===== config.mk =====
export PLATFORM = sky130hd
export DESIGN_NAME = spi_flash_reader
export DESIGN_NICKNAME = d
export VERILOG_FILES = /design/src/rtl/spi_flash_pkg.sv /design/src/rtl/spi_bit_timer.sv /design/src/rtl/spi_flash_reader.sv
export SDC_FILE = /design/constraint.sdc
export NUM_CORES = 1
export LEC_CHECK = 0
export CORE_UTILIZATION = 50
export DETAILED_ROUTE_END_ITERATION = 7
export HOLD_SLACK_MARGIN = 0.06
export PLACE_DENSITY = 0.76
export SKIP_LAST_GASP = 1
export SLEW_MARGIN = 30
export SYNTH_ARGS = -nofsm -noshare
export SYNTH_HDL_FRONTEND = slang
export SYNTH_SLANG_ARGS = --single-unit
export TNS_END_PERCENT = 20

===== constraint.sdc =====
create_clock -name clock -period 2.1 [get_ports clock]
set_input_delay 0.525 -clock clock [delete_from_list [all_inputs] [get_ports clock]]
set_output_delay 0.525 -clock clock [all_outputs]
set_load 0.005 [all_outputs]

===== src/rtl/spi_flash_pkg.sv =====
// Shared definitions for the SPI flash read path: command opcode, frame sizes and FSM states.
package spi_flash_pkg;

  localparam logic [7:0] SPI_CMD_READ = 8'h03;
  localparam int         CMD_BITS     = 32;

  typedef enum logic [1:0] {
    IDLE,
    SHIFT,
    GAP,
    RESP
  } state_t;

endpackage


===== src/rtl/spi_bit_timer.sv =====
// SPI clock generator: counts half-periods while enabled and flags the edges on which
// spi_clk is about to rise or fall. Parked low with the counter cleared when disabled.
module spi_bit_timer #(
  parameter int CLK_DIV = 2
) (
  input  logic clock,
  input  logic reset,
  input  logic en,
  output logic spi_clk,
  output logic rise,
  output logic fall
);

  localparam int CNT_W = (CLK_DIV > 1) ? $clog2(CLK_DIV) : 1;

  logic [CNT_W-1:0] cnt_reg;
  logic             clk_reg;
  logic             tick;

  assign tick    = en && (cnt_reg == CNT_W'(CLK_DIV - 1));
  assign rise    = tick && !clk_reg;
  assign fall    = tick && clk_reg;
  assign spi_clk = clk_reg;

  always_ff @(posedge clock) begin
    if (reset || !en) begin
      cnt_reg <= '0;
      clk_reg <= 1'b0;
    end else if (tick) begin
      cnt_reg <= '0;
      clk_reg <= ~clk_reg;
    end else begin
      cnt_reg <= cnt_reg + CNT_W'(1);
    end
  end

endmodule


===== src/rtl/spi_flash_reader.sv =====
// SPI mode-0 master issuing READ (0x03) + 24-bit address, then returning DATA_BYTES
// received bytes as one little-endian word on a valid/ready response channel.
module spi_flash_reader
  import spi_flash_pkg::*;
#(
  parameter int CLK_DIV    = 2,
  parameter int DATA_BYTES = 8
) (
  input  logic                    clock,
  input  logic                    reset,
  input  logic                    req_valid,
  output logic                    req_ready,
  input  logic [23:0]             req_addr,
  output logic                    resp_valid,
  input  logic                    resp_ready,
  output logic [8*DATA_BYTES-1:0] resp_data,
  output logic                    spi_clk,
  output logic                    spi_cs,
  output logic                    spi_mosi,
  input  logic                    spi_miso
);

  localparam int DATA_W     = 8 * DATA_BYTES;
  localparam int TOTAL_BITS = CMD_BITS + DATA_W;
  localparam int GAP_CYCLES = 2 * CLK_DIV;
  localparam int GAP_W      = $clog2(GAP_CYCLES) + 1;

  state_t            state_reg;
  logic [31:0]       tx_reg;
  logic [DATA_W-1:0] rx_reg;
  logic [DATA_W-1:0] rx_swapped;
  logic [7:0]        bit_cnt_reg;
  logic [GAP_W-1:0]  gap_cnt_reg;
  logic              req_ready_reg;
  logic              resp_valid_reg;
  logic [DATA_W-1:0] resp_data_reg;
  logic              cs_reg;
  logic              mosi_reg;

  logic bit_en;
  logic bit_rise;
  logic bit_fall;
  logic last_bit;
  logic in_data_phase;

  // The first SHIFT cycle only drops chip select; the bit clock starts one cycle later.
  assign bit_en        = (state_reg == SHIFT) && !cs_reg;
  assign last_bit      = bit_cnt_reg == 8'(TOTAL_BITS - 1);
  assign in_data_phase = bit_cnt_reg >= 8'(CMD_BITS);

  spi_bit_timer #(
    .CLK_DIV(CLK_DIV)
  ) u_bit_timer (
    .clock  (clock),
    .reset  (reset),
    .en     (bit_en),
    .spi_clk(spi_clk),
    .rise   (bit_rise),
    .fall   (bit_fall)
  );

  // rx shifts left, so the first byte received ends up in the top slot; reverse byte order.
  for (genvar gi = 0; gi < DATA_BYTES; gi++) begin : g_byte_swap
    assign rx_swapped[8*gi +: 8] = rx_reg[DATA_W-8-8*gi +: 8];
  end

  always_ff @(posedge clock) begin
    if (reset) begin
      state_reg      <= IDLE;
      tx_reg         <= '0;
      rx_reg         <= '0;
      bit_cnt_reg    <= '0;
      gap_cnt_reg    <= '0;
      req_ready_reg  <= 1'b0;
      resp_valid_reg <= 1'b0;
      resp_data_reg  <= '0;
      cs_reg         <= 1'b1;
      mosi_reg       <= 1'b0;
    end else begin
      case (state_reg)
        IDLE: begin
          req_ready_reg <= 1'b1;
          if (req_valid && req_ready_reg) begin
            req_ready_reg <= 1'b0;
            tx_reg        <= {SPI_CMD_READ, req_addr};
            rx_reg        <= '0;
            bit_cnt_reg   <= '0;
            state_reg     <= SHIFT;
          end
        end
        SHIFT: begin
          if (cs_reg) begin
            cs_reg   <= 1'b0;
            mosi_reg <= tx_reg[31];
            tx_reg   <= {tx_reg[30:0], 1'b0};
          end else begin
            if (bit_rise && in_data_phase) begin
              rx_reg <= {rx_reg[DATA_W-2:0], spi_miso};
            end
            if (bit_fall) begin
              if (last_bit) begin
                state_reg      <= GAP;
                cs_reg         <= 1'b1;
                mosi_reg       <= 1'b0;
                resp_valid_reg <= 1'b1;
                resp_data_reg  <= rx_swapped;
                gap_cnt_reg    <= '0;
              end else begin
                bit_cnt_reg <= bit_cnt_reg + 8'd1;
                mosi_reg    <= tx_reg[31];
                tx_reg      <= {tx_reg[30:0], 1'b0};
              end
            end
          end
        end
        GAP: begin
          // The consumer may take the response while chip select is still being held high.
          gap_cnt_reg <= gap_cnt_reg + GAP_W'(1);
          if (resp_valid_reg && resp_ready) begin
            resp_valid_reg <= 1'b0;
          end
          if (gap_cnt_reg == GAP_W'(GAP_CYCLES - 1)) begin
            if (resp_valid_reg && !resp_ready) begin
              state_reg <= RESP;
            end else begin
              state_reg     <= IDLE;
              req_ready_reg <= 1'b1;
            end
          end
        end
        RESP: begin
          if (resp_ready) begin
            resp_valid_reg <= 1'b0;
            req_ready_reg  <= 1'b1;
            state_reg      <= IDLE;
          end
        end
        default: state_reg <= IDLE;
      endcase
    end
  end

  assign req_ready  = req_ready_reg;
  assign resp_valid = resp_valid_reg;
  assign resp_data  = resp_data_reg;
  assign spi_cs     = cs_reg;
  assign spi_mosi   = mosi_reg;

endmodule

* Word-level counts from Yosys, hierarchy flattened
Cells that the tools add are included.
** Storage, ports and cells
- Register bits after elaboration :: 179
- Bits in writable memories :: 0
- Memories :: 0
- ROM bits :: 0
- Output and inout bits :: 69
- Latch bits :: 0
- Logic and storage cells :: 107
** Operators by class
- Multiply operators :: 0
- Bitwise operators :: 2
- Reduce and logical (&&, ||, !) cells :: 29
- Magnitude comparators :: 1
- Shift operators :: 0
- Multiplexer cells :: 43
- Divide/modulo/power cells :: 0
- Add/subtract/negate cells :: 3
- Equality and inequality tests :: 17
** Operators with widths (count)
- $mux W64 :: 3
- $mux W32 :: 4
- $pmux W64 S2 :: 1
- $pmux W32 S2 :: 1
- $mux W8 :: 4
- $reduce_and A4 Y1 :: 5
- $ne A2 B2 Y1 const B :: 9
- $pmux W8 S2 :: 1
- $mux W1 :: 15
- $mux W2 :: 7
- $reduce_and A6 Y1 :: 2
- $mux W3 :: 3
- $add A8 B1 Y8 const B :: 1
- $eq A8 B7 Y1 const B :: 1
- $ge A8 B6 Y1 const B :: 1
- $logic_and A1 B1 Y1 :: 8
- $pmux W2 S4 :: 1
- $ne A3 B3 Y1 const B :: 2
- $pmux W1 S3 :: 2
- $pmux W3 S2 :: 1
- $reduce_bool A2 Y1 :: 3
- $reduce_bool A3 Y1 :: 2
- $reduce_and A5 Y1 :: 1
- $eq A2 B2 Y1 const B :: 2
- other kinds (11) :: 15

* Logic depth before layout (Yosys ltp)
- Depth in word-level cells :: 8
- Mapped depth :: 7
- Gate-level depth less buffers :: 6

* Hierarchy
Synthesis repeated with hierarchy kept, for this count alone.
** Second synthesis, totals
- Cells, all modules :: 859
- Area, all modules :: 7297.0 µm²
** Modules (own cells, without submodules)
- spi_flash_reader :: seq. area each 3543.4 µm², cells an instance 850, times used 1, area an instance 7219.4 µm²
- spi_bit_timer :: seq. area each 40.0 µm², cells an instance 9, times used 1, area an instance 77.6 µm²

* Least setup slack after synthesis
No wires, ideal clock.
- Path type :: input-to-reg
- Start point :: input reset
- End point :: register rx_reg[10]
- Stages on the path :: 6
- Arrival :: 1.889 ns
- Data required time :: 2.041 ns
- Path buffers :: 3
- Path slack :: 0.152 ns
- Cells stage by stage :: buf_6 -> or3b_1 -> buf_2 -> nor4_4 -> buf_6 -> a22o_1
** RTL lines
- from (decl) :: line spi_flash_reader.sv:10 : input logic reset,
- to (signal assigned) :: line spi_flash_reader.sv:98 : rx_reg <= {rx_reg[DATA_W-2:0], spi_miso};
- to (decl) :: line spi_flash_reader.sv:30 : logic [DATA_W-1:0] rx_reg;

* Worst setup path after layout
- Start point :: register cs_reg (netlist: spi_cs)
- End point :: output spi_cs
** RTL lines
- from (decl) :: line spi_flash_reader.sv:37 : logic cs_reg;
- from (signal assigned) :: line spi_flash_reader.sv:77 : cs_reg <= 1'b1;
- from (signal assigned) :: line spi_flash_reader.sv:93 : cs_reg <= 1'b0;
- from (signal assigned) :: line spi_flash_reader.sv:103 : cs_reg <= 1'b1;
- to (decl) :: line spi_flash_reader.sv:18 : output logic spi_cs,
No word-level cell between the ends.

==> metrics list <==
- A synthesized cell averages 9.52 um^2.
* Share of the clock period used by the worst path: 92.8%
- The path class of the tightest hold or removal check is reg -> reg.
- Power density relative to cell area: 833 nW/um^2
- Global routing used 27.1% of the available met1 tracks.
- For this run, design rule violations remaining after detail routing come to 0.
- Logic depth of the worst path, buffers included: 1
* Shortest clock period the worst path allows after layout: 1.95 ns
- The hold violation count in the final report was 0.
* Top-area cell type share of the netlist area: 53.5%
* Post-synthesis simple-gate area fraction: 14.4%
- Comb power frac: 5.8%
- Entering global routing, the biggest net connects 107 pins.
- By startpoint and endpoint, the worst setup path is classified as reg -> out.
* Slowest Stage Delay on Critical Path: 0.57 ns
* Drt first pass iters: 4
* Transition time at the pin with the least slew margin: 0.534 ns
* Full die area: 13900 um^2
- Element type at the critical path end: output pin
- Summing the areas of all xor and xnor instances in the mapped netlist gives 0.262% of the synthesized area.
- Insertion delay to the later sink of the worst-skew pair: 0.42 ns
* Cell with the most instances after synthesis: sky130_fd_sc_hd__dfxtp_1
- GP Congestion: 0.834
- For this run, the total global-route usage over all layers was measured as 21.4%.
- For this configuration, the core starts out at a cell density of 52.2%.
* Filler cell count in the final layout: 1041
- Startpoint class of the critical path: flop
- Worst R2R Setup Slack: 0.18 ns
- In the final routed layout, each cell accounts on average for 15.2 um.
- Max FO, Critical Path: 10
* Pre-CTS WS: -0.0840 ns
- Result of the run: complete, no violations
- Main combinational cell family by area after synthesis: compound AO/OA/AOI/OAI gates
- Vias in the first global route: 5068
* Setup repair after global routing missed its margin: no
- Total area of sequential cells: 3590 um^2
- TritonCTS built the clock tree.
* Crit path capture: spi_cs
- The Yosys step of the flow raised 0 warnings.
* Synth Net Count: 736
- Input and output buffers added on the ports amount to 97.
- Synthesis instantiated 50 different standard cells from the library.
- Routed via count divided by cell count: 5.61
* Switching share of power: 22.1%
- Leakage component of the power: 0.00306 uW
- The design draws 7040 uW.
- List of cells traversed by the critical path: clkdlybuf4s50_1
- Cells fill 65.9% of the core in the end.
* Antenna violations before repair: 0
* Routed vias: 5425
* Proportion of power drawn by the clock network: 44.8%
- Measured against the total synthesized area, the mux share comes to 3.59%.
- Floorplan die height: 118 um
- Horizontal extent of the die: 118 um
- Synthesis inferred 179 register bits.
- Cell taking the most area after synthesis: sky130_fd_sc_hd__dfxtp_1
- Number of max-slew violations in the final report: 0
- In this run the number of H-tree levels came out at 4.
* Critical path's slowest cell: sky130_fd_sc_hd__clkdlybuf4s50_1
- Met3 usage: 4.17%
* Largest cells by area after synthesis: sky130_fd_sc_hd__dfxtp_1, sky130_fd_sc_hd__a22o_1, sky130_fd_sc_hd__nand2_1
- Register clock-pin slew on the reported worst setup and hold paths: 0.06 ns
- Share of layout cells above drive strength 1: 11.1%
- Across the run, the number of max-cap violations was 0.
- Relative to the synthesized area, the layout overhead comes to 26.3%.
- Wires add up to 14.7 mm.
- In this run the critical register-to-register path is captured at state_reg[0]$_SDFFE_PP0P_.
- Number of buffers created by CTS: 17
* Num ports: 98
* Global route overflow: 0
- Once placement completed, the tool counted placed cells totaling 935.
* Netlist area before placement: 6690 um^2
- In this run the most used layer during global routing was met2.
* Number of nets in the layout: 815
- Maximum clock insertion buffer count: 2
- Count of cells along the worst hold path: 2
- Core region area: 12800 um^2
- Iteration-0 DRC count of the detailed router: 392
- CTS saw 179 sinks.
- Worst EP required: 1.57 ns
* Internal portion of total power: 5490 uW
- Number of enable-type register cells in the synthesized netlist: 0
- Summed negative setup slack over all endpoints: 0 ns
* Half-perimeter wire length of the detailed placement result: 9.13 mm
* Complex-gate fraction of the synthesized area: 22.2%
- Once detail routing completed, the nets flagged for antenna violations numbered 0.
* Cell Rows: 41
- Worst Path Arrival: 1.42 ns
- Count of inserted antenna diode cells: 0
- Root buf cell: sky130_fd_sc_hd__clkbuf_16
* Maximum operating frequency: 513 MHz
- The first global-routing pass estimated 24.3 mm of wire.
- Final worst-path setup slack: 0.152 ns
* Count of mapped cells out of synthesis: 703
* Area share of fa/ha/maj cells after synthesis: 0.748%
- In this run the critical register-to-register path is launched from bit_cnt_reg[1]$_SDFFE_PP0P_.
- Sequential elements use 53.5% of the synthesized area.
- The finished layout holds 967 standard cells, fillers aside.
- In this run the tightest slew margin relative to its limit is 63.9%.
- Global routing used 35.7% of the available met2 tracks.
- After synthesis, the most frequently instantiated cells are sky130_fd_sc_hd__dfxtp_1, sky130_fd_sc_hd__nand2_1, sky130_fd_sc_hd__a21oi_1, sky130_fd_sc_hd__a22o_1, sky130_fd_sc_hd__clkbuf_1.
- Share of async-settable or async-resettable flops after synthesis: 0%
- Sequential cells burn 49.4% of the power.
- Final setup viols: 0
* Net Switching: 1560 uW
- The worst-case IR drop observed on VDD is 0.565 mV.
- Number of buffer and inverter instances along the worst setup path: 1
- The multi-input combinational cells in the finished layout cover a total of 2780 um^2.
* Final worst clock skew: 0.00538 ns
* Post-CTS setup repair buffer count: 0
- Critical Path Source: spi_cs$_SDFFE_PP1N_
- In the synthesized netlist the dominant register cell turns out to be sky130_fd_sc_hd__dfxtp_1.
- Count of cells along the worst register-to-register path: 7
- Cell family with the largest share of critical-path delay: buffers and inverters
[worst min-delay path by stage]
stage	start	end	slack, ns
after floorplan	rx_reg[63]$_SDFFE_PP0P_	resp_data[7]$_SDFFE_PP0P_	0.43
after global placement	resp_data[12]$_SDFFE_PP0P_	resp_data[12]$_SDFFE_PP0P_	0.44
after CTS	resp_data[11]$_SDFFE_PP0P_	resp_data[11]$_SDFFE_PP0P_	0.46
final	resp_data[50]$_SDFFE_PP0P_	resp_data[50]$_SDFFE_PP0P_	0.45
after detailed placement	resp_data[11]$_SDFFE_PP0P_	resp_data[11]$_SDFFE_PP0P_	0.45
after global routing	resp_data[50]$_SDFFE_PP0P_	resp_data[50]$_SDFFE_PP0P_	0.48
[cell type report]
type	instances	share of cell area (%)
sequential	179	42.4
multi-input combinational	454	32.9
timing repair buffer	120	14.7
clock buffer	21	5.56
tap	172	2.54
clock inverter	11	1.49
inverter	10	0.444
[power groups by stage]
stage	registers (uW)	logic, uW	clock network (uW)
3_5_place_dp	3550	408	0
3_3_place_gp	3550	396	0
4_1_cts	3480	411	3200
5_1_grt	3480	444	3340
6_report	3480	411	3150
2_1_floorplan	3540	258	0
[stage by stage]
step	hold slack (ns)	area, um^2
after detailed placement	0.448	7860
after global routing	0.475	8460
after floorplan	0.432	6690
final	0.454	8460
after global placement	0.444	7860
after CTS	0.457	8460
[cell usage in the layout, fill, tap and decap left out, types with 2 or more instances in the layout]
| cell | n |
|---|---|
| sky130_fd_sc_hd__mux2i_1 | 24 |
| sky130_fd_sc_hd__or2_2 | 2 |
| sky130_fd_sc_hd__inv_2 | 2 |
| sky130_fd_sc_hd__buf_4 | 16 |
| sky130_fd_sc_hd__dfxtp_2 | 2 |
| sky130_fd_sc_hd__nand2_1 | 138 |
| sky130_fd_sc_hd__a31o_1 | 3 |
| sky130_fd_sc_hd__buf_12 | 8 |
| sky130_fd_sc_hd__nand4_1 | 4 |
| sky130_fd_sc_hd__a31o_2 | 20 |
| sky130_fd_sc_hd__o2111ai_1 | 6 |
| sky130_fd_sc_hd__nor4_4 | 2 |
| sky130_fd_sc_hd__xnor2_1 | 2 |
| sky130_fd_sc_hd__clkbuf_16 | 17 |
| sky130_fd_sc_hd__dfxtp_1 | 177 |
| sky130_fd_sc_hd__clkinv_2 | 2 |
| sky130_fd_sc_hd__a211oi_1 | 4 |
| sky130_fd_sc_hd__nor4_1 | 26 |
| sky130_fd_sc_hd__ha_1 | 4 |
| sky130_fd_sc_hd__inv_1 | 8 |
| sky130_fd_sc_hd__or3b_1 | 2 |
| sky130_fd_sc_hd__o21ai_0 | 15 |
| sky130_fd_sc_hd__clkbuf_8 | 3 |
| sky130_fd_sc_hd__clkinvlp_4 | 4 |
| sky130_fd_sc_hd__nand3_1 | 4 |
| sky130_fd_sc_hd__a21oi_1 | 81 |
| sky130_fd_sc_hd__nor3_1 | 5 |
| sky130_fd_sc_hd__nor2_1 | 14 |
| sky130_fd_sc_hd__o211ai_1 | 4 |
| sky130_fd_sc_hd__bufinv_16 | 2 |
| sky130_fd_sc_hd__a31oi_1 | 7 |
| sky130_fd_sc_hd__a22o_1 | 64 |
| sky130_fd_sc_hd__clkdlybuf4s50_1 | 96 |
| sky130_fd_sc_hd__a221oi_1 | 2 |
| sky130_fd_sc_hd__inv_6 | 2 |
[per-layer routing]
layer | vias up | share of wire, %
li1 | 2695 | -
met1 | 2575 | 45
met2 | 127 | 50
met3 | 28 | 3.6
met4 | 0 | 1.7
met5 | - | 0
[logic make-up after synthesis]
logic type | Yosys count
and+or+nand+nor | 210
DFF | 179
muxes | 24
adders and majority gates | 4
buffers and inverters | 70
xor gates and xnor gates | 2
AOI/OAI and AO/OA | 214
[what timing repair did]
| item | CTS | global route |
|---|---|---|
| hold buffers | 0 | 0 |
| setup endpoints to repair | 1 | 1 |
| resized for setup | 1 | 1 |
Note: power is estimated with default switching activity, not from simulation.
